[config.mk]
export PLATFORM = sky130hd
export DESIGN_NAME = ripple_count_monitor
export DESIGN_NICKNAME = d
export VERILOG_FILES = /design/src/rtl/ripple_count_monitor.sv
export SDC_FILE = /design/constraint.sdc
export NUM_CORES = 1
export LEC_CHECK = 0
export BUFFER_PORTS_ARGS = -buffer_cell sky130_fd_sc_hd__buf_2
export CAP_MARGIN = 20
export CORE_MARGIN = 2
export CORE_UTILIZATION = 58
export CTS_BUF_LIST = sky130_fd_sc_hd__clkbuf_2 sky130_fd_sc_hd__clkbuf_4 sky130_fd_sc_hd__clkbuf_8
export DETAILED_ROUTE_END_ITERATION = 8
export GPL_TIMING_DRIVEN = 0
export MAX_ROUTING_LAYER = met4
export PLACE_DENSITY = 0.83
export SYNTH_ARGS = -nofsm -noshare
export SYNTH_HDL_FRONTEND = slang
export SYNTH_SLANG_ARGS = --single-unit
[constraint.sdc]
create_clock -name clk -period 3.1 [get_ports clk]
set_input_delay 0.155 -clock clk [delete_from_list [all_inputs] [get_ports clk]]
set_output_delay 0.155 -clock clk [all_outputs]
set_load 0.01 [all_outputs]
[src/rtl/ripple_count_monitor.sv]
// Consumer of an asynchronous mod-MOD ripple counter: synchronizes and de-glitches the
// count bus, then tracks legal steps/wraps and flags sequence or range errors.
module ripple_count_monitor #(
    parameter int CNT_W      = 4,
    parameter int MOD        = 8,
    parameter int STABLE_CYC = 2,
    parameter int WRAP_W     = 8
) (
    input  logic              clk,
    input  logic              rst,
    input  logic [CNT_W-1:0]  count_in,
    input  logic              clr,
    output logic [CNT_W-1:0]  count_q,
    output logic              count_valid,
    output logic              step_pulse,
    output logic              wrap_pulse,
    output logic [WRAP_W-1:0] wrap_cnt,
    output logic              err_skip,
    output logic              err_range
);

    localparam int                STAB_W    = $clog2(STABLE_CYC + 1);
    localparam logic [STAB_W-1:0] STAB_MAX  = STAB_W'(STABLE_CYC);
    localparam logic [STAB_W-1:0] STAB_LAST = STAB_W'(STABLE_CYC - 1);
    localparam logic [CNT_W-1:0]  CNT_LAST  = CNT_W'(MOD - 1);
    localparam logic [CNT_W:0]    MOD_EXT   = (CNT_W + 1)'(MOD);

    typedef enum logic [1:0] {
        ST_INIT,
        ST_TRACK,
        ST_FAULT
    } state_t;

    state_t            r_state;
    logic [CNT_W-1:0]  r_s1;
    logic [CNT_W-1:0]  r_s2;
    logic [CNT_W-1:0]  r_cand;
    logic [STAB_W-1:0] r_stab;

    logic              w_accept;
    logic              w_in_range;
    logic [CNT_W-1:0]  w_succ;

    // Two-flop synchronizer; deliberately untouched by clr.
    always_ff @(posedge clk or negedge rst) begin
        if (!rst) begin
            r_s1 <= '0;
            r_s2 <= '0;
        end else begin
            r_s1 <= count_in;
            r_s2 <= r_s1;
        end
    end

    // The candidate follows the value entering s2, so a stable run is counted
    // from the first clock the synchronized bus shows it.
    always_ff @(posedge clk or negedge rst) begin
        if (!rst) begin
            r_cand <= '0;
            r_stab <= '0;
        end else if (clr) begin
            r_cand <= '0;
            r_stab <= '0;
        end else if (r_s1 != r_cand) begin
            r_cand <= r_s1;
            r_stab <= '0;
        end else if (r_stab < STAB_MAX) begin
            r_stab <= r_stab + 1'b1;
        end
    end

    assign w_accept   = (r_s1 == r_cand) && (r_s2 == r_cand) && (r_stab == STAB_LAST);
    assign w_in_range = ({1'b0, r_cand} < MOD_EXT);
    assign w_succ     = (count_q == CNT_LAST) ? '0 : count_q + 1'b1;

    always_ff @(posedge clk or negedge rst) begin
        if (!rst) begin
            r_state     <= ST_INIT;
            count_q     <= '0;
            count_valid <= 1'b0;
            step_pulse  <= 1'b0;
            wrap_pulse  <= 1'b0;
            wrap_cnt    <= '0;
            err_skip    <= 1'b0;
            err_range   <= 1'b0;
        end else begin
            step_pulse <= 1'b0;
            wrap_pulse <= 1'b0;
            if (clr) begin
                r_state     <= ST_INIT;
                count_q     <= '0;
                count_valid <= 1'b0;
                wrap_cnt    <= '0;
                err_skip    <= 1'b0;
                err_range   <= 1'b0;
            end else if (w_accept) begin
                case (r_state)
                    ST_INIT: begin
                        if (!w_in_range) begin
                            err_range <= 1'b1;
                            r_state   <= ST_FAULT;
                        end else begin
                            count_q     <= r_cand;
                            count_valid <= 1'b1;
                            r_state     <= ST_TRACK;
                        end
                    end
                    ST_TRACK: begin
                        if (r_cand == count_q) begin
                            // re-acceptance after a filtered glitch: nothing changed
                        end else if (!w_in_range) begin
                            err_range <= 1'b1;
                            r_state   <= ST_FAULT;
                        end else if (r_cand == w_succ) begin
                            count_q    <= r_cand;
                            step_pulse <= 1'b1;
                            if (r_cand == '0) begin
                                wrap_pulse <= 1'b1;
                                if (wrap_cnt != '1) begin
                                    wrap_cnt <= wrap_cnt + 1'b1;
                                end
                            end
                        end else if (r_cand == '0) begin
                            // upstream counter was reset
                            count_q <= '0;
                        end else begin
                            err_skip <= 1'b1;
                            count_q  <= r_cand;
                        end
                    end
                    default: begin
                        // FAULT ignores acceptances until clr or rst
                    end
                endcase
            end
        end
    end

endmodule

# --- Yosys cells after proc, flatten, opt, wreduce, memory -nomap -nowiden ---
# Index checks and enable logic that the tools add are counted.
word_totals:
  register_bits: 33
  latchBits: 0
  ramBits: 0
  rom_bits: 0
  mem_count: 0
op_classes:
  addsub: 3
  multipliers: 0
  div: 0
  order_cmp: 2
  n_eq_ne: 16
  n_shift: 0
  mux: 57
  bitwise_logic: 0
  reduce_logical: 20
ops:
  columns: ["op", "count"]
  rows:
  - ["$mux W8", 8]
  - ["$mux W4", 10]
  - ["$mux W1", 28]
  - ["$eq A4 B4 Y1", 4]
  - ["$mux W2", 8]
  - ["$reduce_bool A2 Y1", 8]
  - ["$ne A3 B3 Y1 const B", 4]
  - ["$add A8 B1 Y8 const B", 1]
  - ["$ne A8 B8 Y1 const B", 1]
  - ["$pmux W4 S2", 1]
  - ["$reduce_and A7 Y1", 1]
  - ["$ne A2 B2 Y1 const B", 3]
  - ["$reduce_and A3 Y1", 2]
  - ["$reduce_and A6 Y1", 1]
  - ["$reduce_bool A3 Y1", 2]
  - ["$reduce_and A5 Y1", 1]
  - ["$add A4 B1 Y4 const B", 1]
  - ["$eq A2 B1 Y1 const B", 2]
  - ["$eq A4 B3 Y1 const B", 1]
  - ["$logic_not A4 Y1", 1]
  - ["$lt A4 B4 Y1 const B", 1]
  - ["$ne A4 B4 Y1", 1]
  - ["$pmux W2 S2", 1]
  - ["$reduce_and A4 Y1", 1]
  - ["5 further kinds", 6]

# --- Longest topological paths before layout ---
# Gate-level depths: netlist of run 1.
logic_depth:
  depth_word: 9
  ltp_mapped: 8
  ltp_nobuf: 7

# --- Worst setup path before layout of run 1 ---
# No wires, ideal clock.
synth_timing:
  path_type: "register -> register"
  start: "register r_cand[3]"
  end: "register wrap_cnt[5]"
  setup_time_ps: 78
  t_arrival_ps: 2448
  required_time_ps: 3022
  slack_ps: 574
  path_stages_with_launch: 8
  path_cell_list: "dfrtp_1 > buf_6 > or4b_1 > or4_4 > or3_4 > buf_6 > or4_1 > a21oi_1"
synth_via:
  elab_chain_len: 5
  word_cells_on_any_way: 14
synth_lines:
  columns: ["item", "line_no", "rtl"]
  rows:
  - ["start, declared", "37", "logic [CNT_W-1:0] r_cand;"]
  - ["start signal, assigned", "65", "r_cand <= r_s1;"]
  - ["branches (longest 4 deep; another with $lt A4 B4 Y1)", null, null]
  - ["$reduce_and A7 Y1 (no line) (*)", null, null]
  - ["end signal, assigned", "120", "wrap_cnt <= wrap_cnt + 1'b1;"]
  - ["end, declared", "17", "output logic [WRAP_W-1:0] wrap_cnt,"]
# Every way passes the cells marked *.
# A chain may end at the register's enable or synchronous reset.

# --- Final worst setup path of run 1 ---
layout_timing:
  start: "register r_cand[0]"
  end: "register wrap_cnt[5]"
# The elaborated chain is that of the path after synthesis.

==> impl_metrics.json, run 1 <==
{
  "synth_top_area_frac": 0.515,
  "cts_tree": "yes",
  "drtAntennaViolNets": 0,
  "gp_congestion": 0.814,
  "reg2reg_slack_ns": 0.45,
  "path_class": "reg2reg",
  "routedWlPerCell_um": 14.3,
  "drt_iter0_drc": 38,
  "crit_required_ns": 3.36,
  "area_growth_pct": 17.1,
  "slew_violations": 0,
  "cts.path.max_buffers": 2,
  "synth_fa_ha_area_frac": 0.0234,
  "synthCells": 148,
  "fin_crit_ns": 2.65,
  "syn-num-nets": 158,
  "cts-root-buf": "clkbuf_4",
  "vias": 1207,
  "drt-pass1-iter-count": 4,
  "critPathCapture": "wrap_cnt[5]",
  "nets": 193,
  "r2r.worst_path.cells": 8,
  "powerDensity_nw_per_um2": 412,
  "synth-xor-area-share": 0.0820,
  "grt_remaining_overflow": 0,
  "final_hold_viol_count": 0,
  "synth_compound_area_frac": 0.0960,
  "ys_warn_count": 0,
  "grtUsageMet3": 0.0737,
  "grt_pass1_vias": 1154,
  "hpwl_um": 2150,
  "die_area_um2": 3200,
  "fp.dieH_um": 56.6,
  "top_usage_layer": "met2",
  "portBuffers": 23,
  "ys_seq_area_frac": 0.515,
  "start_kind": "flop",
  "r2r_end": "wrap_cnt[5]",
  "clkLatencyLatePin_ns": 0.33,
  "reg2reg_from": "r_cand[0]",
  "htree_levels": 2,
  "synth.distinct_cells": 40,
  "io_pins": 24,
  "status": "finished clean",
  "coreArea_um2": 2690,
  "cts_made_buffers": 5,
  "clock-sinks": 33,
  "synth.mux.area_fraction": 0.0383,
  "setup_violations": 0,
  "netlist_area_um2": 1600,
  "drive_gt1_frac": 0.245,
  "synth_edf_count": 0,
  "critical_path.max_fanout": 10,
  "fmax_mhz": 377,
  "ys.flop_type": "dfrtp_1",
  "skew_ns": 0.00722,
  "grt_pass1_wl_um": 5130,
  "period_share": 0.855,
  "path_clk_slew_ns": 0.10,
  "wirelength_um": 3070,
  "antenna_found_initial": 0,
  "synth.most_common_cell": "dfrtp_1",
  "die_w_um": 56.6,
  "end_kind": "flop",
  "async_flop_share": 1.00,
  "maxCapViolCount": 0,
  "timing.slew.headroom": 0.533,
  "worst_pin_slew_ns": 0.701,
  "grtUsageMet2": 0.332,
  "hp-class": "in2reg",
  "yosysTopAreaCell": "dfrtp_1",
  "fill_cells": 202,
  "rsz0062_at_grt": "false",
  "grt_usage": 0.218,
  "synth_top_family_by_area": "simple AND/OR/NAND/NOR gates",
  "synth_common_cells": "33 x dfrtp_1, 15 x nor2_1, 12 x a21oi_1, 12 x xnor2_1, 6 x nor2b_1",
  "diodes": 0,
  "finalPower_uw": 774,
  "gr-usage-met1": 0.270,
  "rows": 19,
  "tns_ns": 0,
  "synthSimpleGateAreaFrac": 0.196,
  "ys_seq_elements": 33,
  "grt_max_degree": 34,
  "cp_data_arrival_time_ns": 2.91,
  "leakage_nw": 0.895,
  "drc": 0,
  "critPathLaunch": "r_cand[0]",
  "peakVddDrop_uv": 391,
  "initial_core_util": 0.597,
  "yosys-top-cells-area": "dfrtp_1 52%, xnor2_1 6.6%, a21oi_1 3.7%",
  "viasPerCell": 5.61,
  "syn_area_per_cell_um2": 10.8
}
## metrics by stage
step | area [um^2] | std cells | utilization | worst slack [ns] | hold WS, ns
after floorplan | 1600 | 148 | - | 0.574 | -0.141
after global routing | 1880 | 215 | 0.699 | 0.363 | 0.0625
after detailed placement | 1760 | 202 | 0.654 | 0.482 | 0.244
after global placement | 1760 | 202 | 0.654 | 0.518 | 0.235
final | 1880 | 215 | 0.699 | 0.449 | 0.0766
after CTS | 1880 | 215 | 0.699 | 0.451 | 0.0619
## metal layers
| metal | vias up | share of wire |
|---|---|---|
| met5 | - | 0 |
| met4 | 0 | 0.014 |
| met3 | 7 | 0.051 |
| met2 | 27 | 0.49 |
| met1 | 583 | 0.44 |
| li1 | 590 | - |
## kinds of logic after synthesis
logic type                 count (synthesis)
muxes                                      6
and+or+nand+nor                           53
adders and majority gates                  3
xor gates and xnor gates                  15
AOI/OAI and AO/OA                         25
buffers and inverters                     13
DFF                                       33
## critical path: stages (launching register included)
cell and delay (ns):
dfrtp_1 0.39, buf_6 0.13, and2_1 0.16, o2111a_2 0.31, or4_4 0.51, or3_4 0.39
buf_6 0.15, or4_1 0.40, a21oi_1 0.15
## flip-flops by register name, indices dropped and copies added (netlist names)
signal / flops
r_s1: 4
count_valid: 1
err_range: 1
r_state: 2
r_s2: 4
err_skip: 1
r_stab: 2
wrap_pulse: 1
count_q: 4
step_pulse: 1
wrap_cnt: 8
r_cand: 4
## layout by cell type (no fill, tap or decap), drive strengths merged, types with 5 or more instances in the layout
cell,count
or3,6
nor2,15
xnor2,12
inv,5
dfrtp,33
nor2b,6
mux2i,5
a21oi,12
clkbuf,9
dlygate4sd3,5
o21ai,5
buf,28
## worst min-delay path by stage
stage                        to  cells past startpoint  start  slack (ns)
floorplan            count_q[0]                      0    rst       -0.14
global placement    wrap_cnt[1]                      1    rst        0.23
detailed placement  wrap_cnt[5]                      1    rst        0.24
CTS                   r_cand[0]                      2    clr        0.06
global route          r_cand[0]                      2    clr        0.06
finish                r_cand[0]                      2    clr        0.08
## layout make-up
| cell class | instances | area (um^2) | share of cell area |
|---|---|---|---|
| Sequential cell | 33 | 826 | 0.440 |
| Multi-Input combinational cell | 102 | 698 | 0.372 |
| Timing Repair Buffer | 28 | 165 | 0.0880 |
| Clock buffer | 7 | 65.1 | 0.0347 |
| Buffer | 8 | 60.1 | 0.0320 |
| Tap cell | 31 | 38.8 | 0.0207 |
| Inverter | 5 | 18.8 | 0.0100 |
| Clock inverter | 1 | 5.00 | 0.00267 |
## timing repair
item / 4_1_cts / 5_1_grt
setup buffers: 0 / 0
hold buffers: 5 / 0
resized for setup: 0 / 0
hold endpoints to repair: 37 / 0
## report_power, final
group | switching (mW) | internal, mW
combinational | 0.0330 | 0.0262
sequential | 0.00495 | 0.438
clock | 0.140 | 0.131
No activity file was read; power rests on OpenSTA's default activity.
==> inputs of run 2 (changes only) <==
--- a/config.mk
+++ b/config.mk
@@ -13,7 +13,7 @@
 export DETAILED_ROUTE_END_ITERATION = 8
 export GPL_TIMING_DRIVEN = 0
 export MAX_ROUTING_LAYER = met4
-export PLACE_DENSITY = 0.83
+export PLACE_DENSITY = 0.81
 export SYNTH_ARGS = -nofsm -noshare
 export SYNTH_HDL_FRONTEND = slang
 export SYNTH_SLANG_ARGS = --single-unit
==> impl_metrics.json, run 2 (synthesis results as in run 1) <==
{
  "grt_pass1_wl_um": 5080,
  "drtAntennaViolNets": 0,
  "area_growth_pct": 16.5,
  "reg2reg_slack_ns": 0.41,
  "die_area_um2": 3200,
  "critical_path.max_fanout": 10,
  "dp.cells": 202,
  "die_w_um": 56.6,
  "reg2reg_from": "r_cand[0]",
  "antenna_found_initial": 0,
  "drive_gt1_frac": 0.245,
  "slowest_stage": "or4_4",
  "cp_cell_sequence": "buf_6 -> and2_1 -> o2111a_2 -> or4_4 -> or3_4 -> buf_6 -> or4_1 -> a21oi_1",
  "routedWlPerCell_um": 14.2,
  "final_hold_viol_count": 0,
  "skew_ns": 0.00726,
  "vias": 1233,
  "min_from": "clr",
  "drt_iter0_drc": 29,
  "drt-pass1-iter-count": 4,
  "initial_core_util": 0.597,
  "coreArea_um2": 2690,
  "critPathMaxStageDelay_ns": 0.51,
  "timing.slew.headroom": 0.518,
  "slew_violations": 0,
  "grt_pass1_vias": 1164,
  "fp.dieH_um": 56.6,
  "drc": 0,
  "regMostFlops": "wrap_cnt",
  "cts.path.max_buffers": 2,
  "clock-sinks": 33,
  "path_depth": 8,
  "start_kind": "flop",
  "peakVddDrop_uv": 310,
  "path_clk_slew_ns": 0.11,
  "fin_crit_ns": 2.69,
  "worst_pin_slew_ns": 0.722,
  "path_class": "reg2reg",
  "largest_register_ffs": 8,
  "grt_max_degree": 34,
  "placed_area_um2": 1760,
  "cts-root-buf": "clkbuf_4",
  "end_kind": "flop",
  "io_pins": 24,
  "critPathLaunch": "r_cand[0]",
  "final_common_cell": "dfrtp_1",
  "r2r.worst_path.cells": 8,
  "grt_usage": 0.212,
  "status": "finished clean",
  "cp_data_arrival_time_ns": 2.95,
  "period_share": 0.868,
  "critPathTopFamily": "simple AND/OR/NAND/NOR gates",
  "wirelength_um": 3050,
  "crit_path_frequent_cell": "buf_6",
  "tns_ns": 0,
  "grt_remaining_overflow": 0,
  "leakage_nw": 0.877,
  "fmax_mhz": 372,
  "rsz0062_at_grt": "false",
  "hp-class": "in2reg",
  "powerDensity_nw_per_um2": 398,
  "hpwl_um": 2170,
  "cts_made_buffers": 5,
  "post-route-util": 0.695,
  "critPathBufInv": 2,
  "portBuffers": 23,
  "maxCapViolCount": 0,
  "gp_congestion": 0.814,
  "clkLatencyLatePin_ns": 0.33,
  "postLayoutCellArea_um2": 1870,
  "rows": 19,
  "hold_depth": 2,
  "crit_required_ns": 3.36,
  "setup_violations": 0,
  "diodes": 0,
  "nets": 193,
  "viasPerCell": 5.73,
  "htree_levels": 2,
  "cts_tree": "yes",
  "layout_common_cells": "33 x dfrtp_1, 25 x buf_2, 15 x nor2_1",
  "layoutNonFillerInstCount": 215
}
[run 2: layout make-up]
cell class                      instances  area, um^2
Clock buffer                            5        37.5
Tap cell                               31        38.8
Multi-Input combinational cell        102         698
Sequential cell                        33         826
Buffer                                  8        60.1
Timing Repair Buffer                   28         165
Inverter                                5        18.8
Clock inverter                          3        22.5
Fill cell                             204         820
[run 2: path summary, 6_finish.rpt]
| path | end |
|---|---|
| worst max register to register | wrap_cnt[5] |
| max in group asynchronous | step_pulse |
| worst min register to register | r_s2[3] |
| worst max-delay path | wrap_cnt[5] |
| min in group asynchronous | count_q[2] |
| worst min-delay path | r_cand[0] |
[run 2: what timing repair did]
item | CTS | global route
hold buffers | 5 | 0
buffers inserted | 0 | 0
resized for setup | 0 | 0
hold endpoints to repair | 37 | 0
[run 2: where the power goes]
group	total, mW	switching (mW)	internal (mW)
clock network	0.241	0.153	0.0876
logic	0.0589	0.0327	0.0262
registers	0.443	0.00494	0.439
total	0.743	0.191	0.552
[run 2: stage by stage]
stage / power [mW] / hold slack, ns / setup slack [ns]
global route: 0.777 / 0.0600 / 0.327
floorplan: 0.486 / -0.141 / 0.574
global placement: 0.505 / 0.239 / 0.516
finish: 0.743 / 0.0612 / 0.411
detailed placement: 0.507 / 0.256 / 0.449
CTS: 0.757 / 0.0364 / 0.414
[run 2: per-layer routing]
metal / wire length [um] / GRT usage
met1: 1390 / 0.271
met2: 1500 / 0.329
met3: 128 / 0.0622
met4: 33 / 0.0612
met5: 0 / -
==> inputs of run 3 (changes only) <==
--- a/config.mk
+++ b/config.mk
@@ -8,12 +8,11 @@
 export BUFFER_PORTS_ARGS = -buffer_cell sky130_fd_sc_hd__buf_2
 export CAP_MARGIN = 20
 export CORE_MARGIN = 2
-export CORE_UTILIZATION = 58
+export CORE_UTILIZATION = 32
 export CTS_BUF_LIST = sky130_fd_sc_hd__clkbuf_2 sky130_fd_sc_hd__clkbuf_4 sky130_fd_sc_hd__clkbuf_8
 export DETAILED_ROUTE_END_ITERATION = 8
 export GPL_TIMING_DRIVEN = 0
 export MAX_ROUTING_LAYER = met4
-export PLACE_DENSITY = 0.81
 export SYNTH_ARGS = -nofsm -noshare
 export SYNTH_HDL_FRONTEND = slang
 export SYNTH_SLANG_ARGS = --single-unit
==> impl_metrics.json, run 3 (synthesis results as in run 1) <==
{
  "clock-sinks": 33,
  "postLayoutCellArea_um2": 1970,
  "maxCapViolCount": 0,
  "grt_remaining_overflow": 0,
  "swShare": 0.206,
  "diodes": 0,
  "crit_path_frequent_cell": "buf_6",
  "fmax_mhz": 377,
  "layoutNonFillerInstCount": 251,
  "p_clk_frac": 0.456,
  "status": "finished clean",
  "tns_ns": 0,
  "die_w_um": 74.8,
  "p_switching_uw": 190,
  "initial_core_util": 0.335,
  "end_kind": "flop",
  "post-route-util": 0.412,
  "reg2reg_from": "r_cand[3]",
  "top_usage_layer": "met2",
  "htree_levels": 2,
  "critPathMaxStageDelay_ns": 0.52,
  "grtUsageMet3": 0.0361,
  "hpwl_um": 2220,
  "viasPerCell": 4.69,
  "coreArea_um2": 4790,
  "period_share": 0.855,
  "start_kind": "flop",
  "cts_made_buffers": 5,
  "routedWlPerCell_um": 12.8,
  "gp_congestion": 0.796,
  "placed_area_um2": 1800,
  "drive_gt1_frac": 0.245,
  "finalWorstSetupSlack_ns": 0.449,
  "area_growth_pct": 23.0,
  "cts.path.max_buffers": 2,
  "cp_cell_sequence": "buf_6 -> or4b_1 -> or4_4 -> or3_4 -> buf_6 -> or4_1 -> a21oi_1",
  "cts_tree": "yes",
  "finalPower_uw": 926,
  "largest_register_ffs": 8,
  "setup_violations": 0,
  "fp.dieH_um": 74.8,
  "skew_ns": 0.00615,
  "clkLatencyLatePin_ns": 0.29,
  "grt_usage": 0.137,
  "path_class": "reg2reg",
  "grt_pass1_vias": 1148,
  "crit_required_ns": 3.31,
  "seqPwrFrac": 0.479,
  "grt_max_degree": 34,
  "rsz0062_at_grt": "false",
  "portBuffers": 23,
  "drt_iter0_drc": 55,
  "layout_common_cells": "33 x dfrtp_1, 25 x buf_2, 15 x nor2_1",
  "comb_power_share": 0.064,
  "hold-worst-slack_ns": 0.121,
  "leakage_nw": 0.916,
  "hp-class": "in2reg",
  "fin_crit_ns": 2.65,
  "worst_pin_slew_ns": 0.737,
  "gr-usage-met1": 0.183,
  "drt-pass1-iter-count": 4,
  "dp.cells": 238,
  "vias": 1177,
  "critPathLaunch": "r_cand[3]",
  "powerDensity_nw_per_um2": 470,
  "post_cts_resized": 0,
  "slew_violations": 0,
  "rows": 25,
  "min_from": "clr",
  "nets": 193,
  "dp_slack_ns": 0.466,
  "path_clk_slew_ns": 0.07,
  "internal_power_uw": 736,
  "final_common_cell": "dfrtp_1",
  "grtUsageMet2": 0.197,
  "peakVddDrop_uv": 233,
  "antenna_found_initial": 0,
  "die_area_um2": 5590,
  "wirelength_um": 3210,
  "drtAntennaViolNets": 0,
  "regMostFlops": "wrap_cnt",
  "drc": 0,
  "io_pins": 24,
  "slowest_stage": "or4b_1",
  "critical_path.max_fanout": 10,
  "cp_data_arrival_time_ns": 2.86,
  "cts-root-buf": "clkbuf_8",
  "grt_pass1_wl_um": 5530,
  "timing.slew.headroom": 0.508,
  "final_hold_viol_count": 0
}
==> run 3: repair_timing <==
action	CTS	global route
endpoints found under the hold margin	37	0
endpoints found under the setup margin	0	0
hold buffers	5	0
setup buffers	0	0
==> run 3: worst paths after layout <==
kind                                     to  slack, ns  depth (start not counted)
worst max-delay path            wrap_cnt[5]       0.45                          7
worst min-delay path              r_cand[0]       0.12                          2
worst max register to register  wrap_cnt[5]       0.45                          7
worst min register to register      r_s2[2]       0.42                          0
max in group asynchronous        count_q[2]       2.17                          2
min in group asynchronous       wrap_cnt[7]       0.46                          2
==> run 3: layer usage <==
metal | up-vias | routed length [um]
met5 | - | 0
met4 | 0 | 50
met3 | 6 | 154
met2 | 26 | 1420
met1 | 556 | 1580
li1 | 589 | -
==> run 3: worst max-delay path, delay by kind of cell (launching register included) <==
kind                   cells  cell delay, ns
and+or+nand+nor            4            1.76
DFF                        1            0.37
buffers and inverters      2            0.29
AOI/OAI and AO/OA          1            0.16
==> run 3: layout make-up <==
class	instances	area, um^2
fill	470	2810
sequential	33	826
multi-input combinational	102	698
timing repair buffer	28	165
clock buffer	7	90.1
tap	67	83.8
buffer	8	60.1
clock inverter	1	30.0
inverter	5	18.8
==> run 3: power by group through the flow <==
stage	combinational (mW)	clock (mW)	sequential, mW
5_1_grt	0.0677	0.460	0.444
6_report	0.0596	0.423	0.444
4_1_cts	0.0607	0.434	0.444
2_1_floorplan	0.0347	0	0.451
3_5_place_dp	0.0559	0	0.452
3_3_place_gp	0.0555	0	0.452
